==> src/rtl/range_uart_tx.sv <==
// Serialises a 10-bit range plus error flag as a two-byte 8N1 UART report.
// Byte0 = {1, err, 0000, range[9:8]}, byte1 = range[7:0].
module range_uart_tx #(
  parameter int WIDTH        = 10,
  parameter int CLKS_PER_BIT = 16
) (
  input  logic             clock,
  input  logic             reset,
  input  logic [WIDTH-1:0] range,
  input  logic             debug_error,
  input  logic             send,
  output logic             tx,
  output logic             busy,
  output logic             overrun
);

  // state | meaning
  // IDLE  | line high, waiting for send
  // START | start bit (0) of current byte
  // DATA  | data bit bit_cnt of current byte, LSB first
  // STOP  | stop bit (1); byte_idx picks next byte or IDLE
  typedef enum logic [1:0] {IDLE, START, DATA, STOP} state_t;

  localparam int CW = (CLKS_PER_BIT > 2) ? $clog2(CLKS_PER_BIT) : 1;
  localparam logic [CW-1:0] BAUD_TC = CW'(CLKS_PER_BIT - 1);

  state_t           state, state_n;
  logic [CW-1:0]    baud_cnt, baud_cnt_n;
  logic [2:0]       bit_cnt, bit_cnt_n;
  logic             byte_idx, byte_idx_n;
  logic [WIDTH-1:0] range_q;
  logic             err_q;
  logic             baud_tc;
  logic             accept;
  logic [7:0]       cur_byte;

  assign baud_tc  = (baud_cnt == BAUD_TC);
  assign accept   = (state == IDLE) && send;
  assign cur_byte = byte_idx ? range_q[7:0] : {1'b1, err_q, 4'b0000, range_q[9:8]};

  always_comb begin
    state_n    = state;
    baud_cnt_n = '0;
    bit_cnt_n  = bit_cnt;
    byte_idx_n = byte_idx;
    tx         = 1'b1;
    case (state)
      IDLE: begin
        bit_cnt_n  = '0;
        byte_idx_n = 1'b0;
        if (send) state_n = START;
      end
      START: begin
        tx = 1'b0;
        if (baud_tc) state_n = DATA;
      end
      DATA: begin
        tx = cur_byte[bit_cnt];
        if (baud_tc) begin
          bit_cnt_n = bit_cnt + 3'd1;
          if (bit_cnt == 3'd7) state_n = STOP;
        end
      end
      STOP: begin
        if (baud_tc) begin
          // byte1 start bit follows byte0 stop bit with no idle gap
          if (byte_idx) begin
            state_n    = IDLE;
            byte_idx_n = 1'b0;
          end else begin
            state_n    = START;
            byte_idx_n = 1'b1;
          end
        end
      end
      default: state_n = IDLE;
    endcase
    if (state != IDLE && !baud_tc) baud_cnt_n = baud_cnt + CW'(1);
  end

  assign busy    = (state != IDLE);
  assign overrun = busy && send && !reset;

  always_ff @(posedge clock) begin
    if (reset) begin
      state    <= IDLE;
      baud_cnt <= '0;
      bit_cnt  <= '0;
      byte_idx <= 1'b0;
      range_q  <= '0;
      err_q    <= 1'b0;
    end else begin
      state    <= state_n;
      baud_cnt <= baud_cnt_n;
      bit_cnt  <= bit_cnt_n;
      byte_idx <= byte_idx_n;
      if (accept) begin
        range_q <= range;
        err_q   <= debug_error;
      end
    end
  end

endmodule

==> config.mk <==
export PLATFORM = sky130hd
export DESIGN_NAME = range_uart_tx
export DESIGN_NICKNAME = d
export VERILOG_FILES = /design/src/rtl/range_uart_tx.sv
export SDC_FILE = /design/constraint.sdc
export NUM_CORES = 1
export LEC_CHECK = 0
export CORE_MARGIN = 1
export CORE_UTILIZATION = 51
export DETAILED_ROUTE_END_ITERATION = 12
export HOLD_SLACK_MARGIN = 0.08
export PLACE_DENSITY = 0.76
export SYNTH_ARGS = -nofsm -noshare
export SYNTH_HDL_FRONTEND = slang
export SYNTH_SLANG_ARGS = --single-unit
export TNS_END_PERCENT = 30
==> constraint.sdc <==
create_clock -name clock -period 1.9 [get_ports clock]
set_clock_uncertainty 0.05 [all_clocks]
set_input_delay 0.38 -clock clock [delete_from_list [all_inputs] [get_ports clock]]
set_output_delay 0.38 -clock clock [all_outputs]
set_load 0.02 [all_outputs]
==> results by group <==
Clock tree
  – Number of setup buffers added after CTS: 0
  – CTS Buf Count: 3
  – Number of levels in the clock H-tree: 1
  – Insertion delay of the later-clocked pin in the worst-skew pair: 0.30 ns
  – Reg clk slew, reported paths: 0.12 ns
  – Buffer type at the clock tree root: sky130_fd_sc_hd__clkbuf_4
  – Total of hold buffers inserted after clock tree synthesis: 0
  – CTS tree: built
  – Buffers from clock root to sink, at most: 2
  – Clk sinks: 21

Pwr
  – P_sw: approximately 0.52 mW
  – Switching share of total power: 37.28%
  – Ratio of total power to cell area: 1038 nW/µm²
  – Worst ir drop on vdd: 582.4 µV
  – Clock group share of total power: 15.3%
  – Part of the total power dissipated in sequential elements: 39.3%
  – Gate power share: 45.4%
  – Leak pwr: 0.5492 nW
  – Internal power consumption: between 0.8 and 0.9 mW

Synthesis
  – Most frequent cell after synthesis: sky130_fd_sc_hd__nand2_1
  – Area share of the largest cell type after synthesis: between 30% and 40%
  – Most instantiated cells after synthesis: sky130_fd_sc_hd__nand2_1, sky130_fd_sc_hd__dfxtp_1, sky130_fd_sc_hd__a21oi_1, sky130_fd_sc_hd__nor2_1, sky130_fd_sc_hd__ha_1
  – Fraction of the yosys area taken by sequential cells: 39.44%
  – Main combinational cell family by area after synthesis: simple AND/OR/NAND/NOR gates
  – Total standard cell area after synthesis: ~1100 µm²
  – Multiplexer share of the synthesized area: 7.042%
  – Compound-Gate Fraction of Synth Area: around 16%
  – Post-synthesis adder-cell area fraction: 8.216%
  – Ys flop type: sky130_fd_sc_hd__dfxtp_1
  – Post-synthesis register bit count: 21
  – Synthesized-area fraction occupied by xor and xnor cells: 1.643%
  – Number of nets produced by synthesis: 148
  – Synth Warn #: 0
  – Cell count after synthesis: between 100 and 150
  – Proportion of register bits with asynchronous set or reset after synthesis: 0%
  – Top cell type by total area after synthesis: sky130_fd_sc_hd__dfxtp_1
  – Share of synthesized cell area in and, or, nand and nor gates: between 20% and 30%
  – Count of unique library cells instantiated by Yosys: 35
  – Cell types with the largest area share after synthesis: sky130_fd_sc_hd__dfxtp_1, sky130_fd_sc_hd__nand2_1, sky130_fd_sc_hd__ha_1
  – Synth Area per Inst: 8.394 µm²
  – Number of enable flip-flop cells after synthesis: 0

Placed design
  – Number of buffers added on ports: 16
  – Cell area after placement: 1326 µm²
  – GPL Wtd Cong: 0.8967
  – Half-perimeter wire length after placement: 1648 µm

Route
  – Length of the first detailed-routing pass in iterations: 4
  – Total DRC errors in the routed layout: 0
  – Number of vias per cell: 5.293
  – Detailed-route via count: between 900 and 1000
  – Remaining antenna violation count after routing: 0
  – Number of DRC markers after the initial detailed-route iteration: 17
  – Drt total wl: 2159 µm
  – Routed wire per std cell: 11.93 µm

Timing
  – Max_slew headroom: 76.20%
  – Tightest Pin Transition: 0.3562 ns
  – Total negative setup slack: -0.2441 ns
  – Number of max-slew violations in the final report: 0
  – Number of endpoints failing setup at the final stage: 1
  – Final clock period utilization by the worst path: 112.8%
  – Setup slack after layout: -0.2441 ns
  – RSZ-0062 raised after global routing: yes
  – Final hold vios: 0
  – Highest achievable clock rate: 466.4 MHz
  – Minimum period implied by the final worst setup slack: 2.144 ns

Critical path
  – Category of the most critical setup path: flop to output port
  – Endpoint class of the critical path: output port
  – Kind of start point of the critical path: flop
  – Crit path arrival time: 1.71 ns
  – Max Fanout on Critical Path: 2
  – Data required time at the worst endpoint: 1.47 ns

Min path
  – Type of the tightest min-delay check: flop to flop

Die
  – Number of top-level design ports: 17
  – Cell Rows: 16
  – Initial core utilization: 54.34%
  – Die boundary width: 47.72 µm
  – Floorplan die height: 47.72 µm
  – Overall die area: around 2300 µm²
  – Core region area: 1962 µm²

Global routing
  – Tot GR Track Use: 21.07%
  – Initial antenna violation count: 0
  – Vias in the first global route: 790
  – Largest net degree at the start of global routing: 21
  – First-pass GRT wire length: around 3300 µm
  – Sum of overflow across all layers after global routing: 0

Finish
  – Summed area of non-filler cells in the final layout: ~1400 µm²
  – Number of inserted diodes: 0
  – Net count of the finished layout: 176
  – Area Growth Syn to Fin: 26.64%
  – Fraction of final layout cells with drive strength greater than 1: 19.48%

Job
  – Max-cap check violation count: 0

Outcome
  – Violated checks: negative setup slack
  – Result of the run: complete, but fails checks
==> worst max-delay path, stage by stage, from the launching register on <==
cell                        delay, ns
sky130_fd_sc_hd__dfxtp_2         0.36
sky130_fd_sc_hd__mux4_2          0.50
sky130_fd_sc_hd__a2111oi_2       0.30
sky130_fd_sc_hd__a211oi_1        0.08
sky130_fd_sc_hd__buf_4           0.17
==> area by class of cell <==
cell class / instances / area (µm²)
multi-input combinational: 95 / 601.8
sequential: 21 / 422.9
tap: 27 / 33.78
timing repair buffer: 29 / 245.2
clock inverter: 1 / 5.005
clock buffer: 3 / 22.52
fill: 187 / 611.8
inverter: 5 / 18.77
==> stage by stage <==
step / instances / hold slack, ns / utilization, % / power (mW) / worst slack [ns]
2_1_floorplan: 127 / 0.3675 / - / 0.9478 / 0.01115
3_3_place_gp: 177 / 0.3796 / 67.60 / 1.181 / -0.3375
3_5_place_dp: 177 / 0.3982 / 67.60 / 1.199 / -0.3585
4_1_cts: 181 / 0.4152 / 68.81 / 1.400 / -0.2361
5_1_grt: 181 / 0.4323 / 68.81 / 1.514 / -0.3209
6_report: 181 / 0.4113 / 68.81 / 1.401 / -0.2441
==> worst paths after layout <==
kind	slack [ns]	to	startpoint	depth (start not counted)
worst min-delay path	0.41	baud_cnt[0]	baud_cnt[0]	1
worst max register to register	0.15	state[0]	state[0]	6
worst max-delay path	-0.24	tx	bit_cnt[0]	4
worst min register to register	0.41	baud_cnt[0]	baud_cnt[0]	1
==> timing repair <==
item	in CTS	in global routing
gates cloned	0	0
endpoints found under the hold margin	0	0
setup endpoints to repair	3	4
gates resized for setup	16	3
pin swaps	1	3
==> power by group through the flow <==
stage	combinational, mW	sequential (mW)	clock [mW]
detailed placement	0.640	0.559	0
CTS	0.628	0.551	0.221
finish	0.636	0.551	0.215
global route	0.713	0.559	0.242
floorplan	0.394	0.553	0
global placement	0.625	0.556	0
==> state kept, by name, summed over array words and instances, names as in the netlist <==
name / count
baud_cnt: 4
bit_cnt: 3
byte_idx: 1
state: 2
range_q: 10
err_q: 1
==> layout by cell type, fill, tap and decap left out <==
master and count:
sky130_fd_sc_hd__o311ai_1 1, sky130_fd_sc_hd__a211o_2 1, sky130_fd_sc_hd__buf_4 14, sky130_fd_sc_hd__nor2b_1 3, sky130_fd_sc_hd__mux4_2 1, sky130_fd_sc_hd__buf_2 2, sky130_fd_sc_hd__a211oi_1 1, sky130_fd_sc_hd__nand3_1 2
sky130_fd_sc_hd__a21oi_1 13, sky130_fd_sc_hd__xnor2_1 1, sky130_fd_sc_hd__nand2b_1 2, sky130_fd_sc_hd__nand2_1 27, sky130_fd_sc_hd__nor2_1 8, sky130_fd_sc_hd__clkinv_2 1, sky130_fd_sc_hd__a32oi_1 1, sky130_fd_sc_hd__dfxtp_1 19
sky130_fd_sc_hd__and3_1 2, sky130_fd_sc_hd__mux2_2 2, sky130_fd_sc_hd__o221ai_1 1, sky130_fd_sc_hd__clkbuf_4 3, sky130_fd_sc_hd__a31oi_1 1, sky130_fd_sc_hd__nand4_1 1, sky130_fd_sc_hd__or2_2 1, sky130_fd_sc_hd__a21oi_2 1
sky130_fd_sc_hd__and2_1 2, sky130_fd_sc_hd__o21ai_0 2, sky130_fd_sc_hd__ha_1 7, sky130_fd_sc_hd__and4_1 1, sky130_fd_sc_hd__nor3_1 2, sky130_fd_sc_hd__xor2_1 1, sky130_fd_sc_hd__a2111oi_2 1, sky130_fd_sc_hd__mux2i_1 3
sky130_fd_sc_hd__nor2_2 1, sky130_fd_sc_hd__dfxtp_2 2, sky130_fd_sc_hd__nor3b_1 1, sky130_fd_sc_hd__nand3b_1 1, sky130_fd_sc_hd__inv_1 5, sky130_fd_sc_hd__o211ai_1 1, sky130_fd_sc_hd__clkdlybuf4s50_1 13, sky130_fd_sc_hd__a22oi_1 2
==> routing by layer <==
layer | global-route usage, % | wire length [µm] | vias to the layer above
met2 | 33.24 | 1026 | 19
met5 | 0 | 0 | -
li1 | - | - | 493
met4 | 7.222 | 22 | 0
met3 | 3.396 | 58 | 4
met1 | 29.13 | 1051 | 442
==> cells by family (layout without fill, tap and decap cells) <==
family | Yosys count | in the layout
compound gates | 26 | 26
xor+xnor | 2 | 2
fa+ha+maj | 7 | 7
buf+inv | 11 | 38
flops | 21 | 21
mux | 6 | 6
simple gates | 54 | 54
No activity file was read; power rests on OpenSTA's default activity.
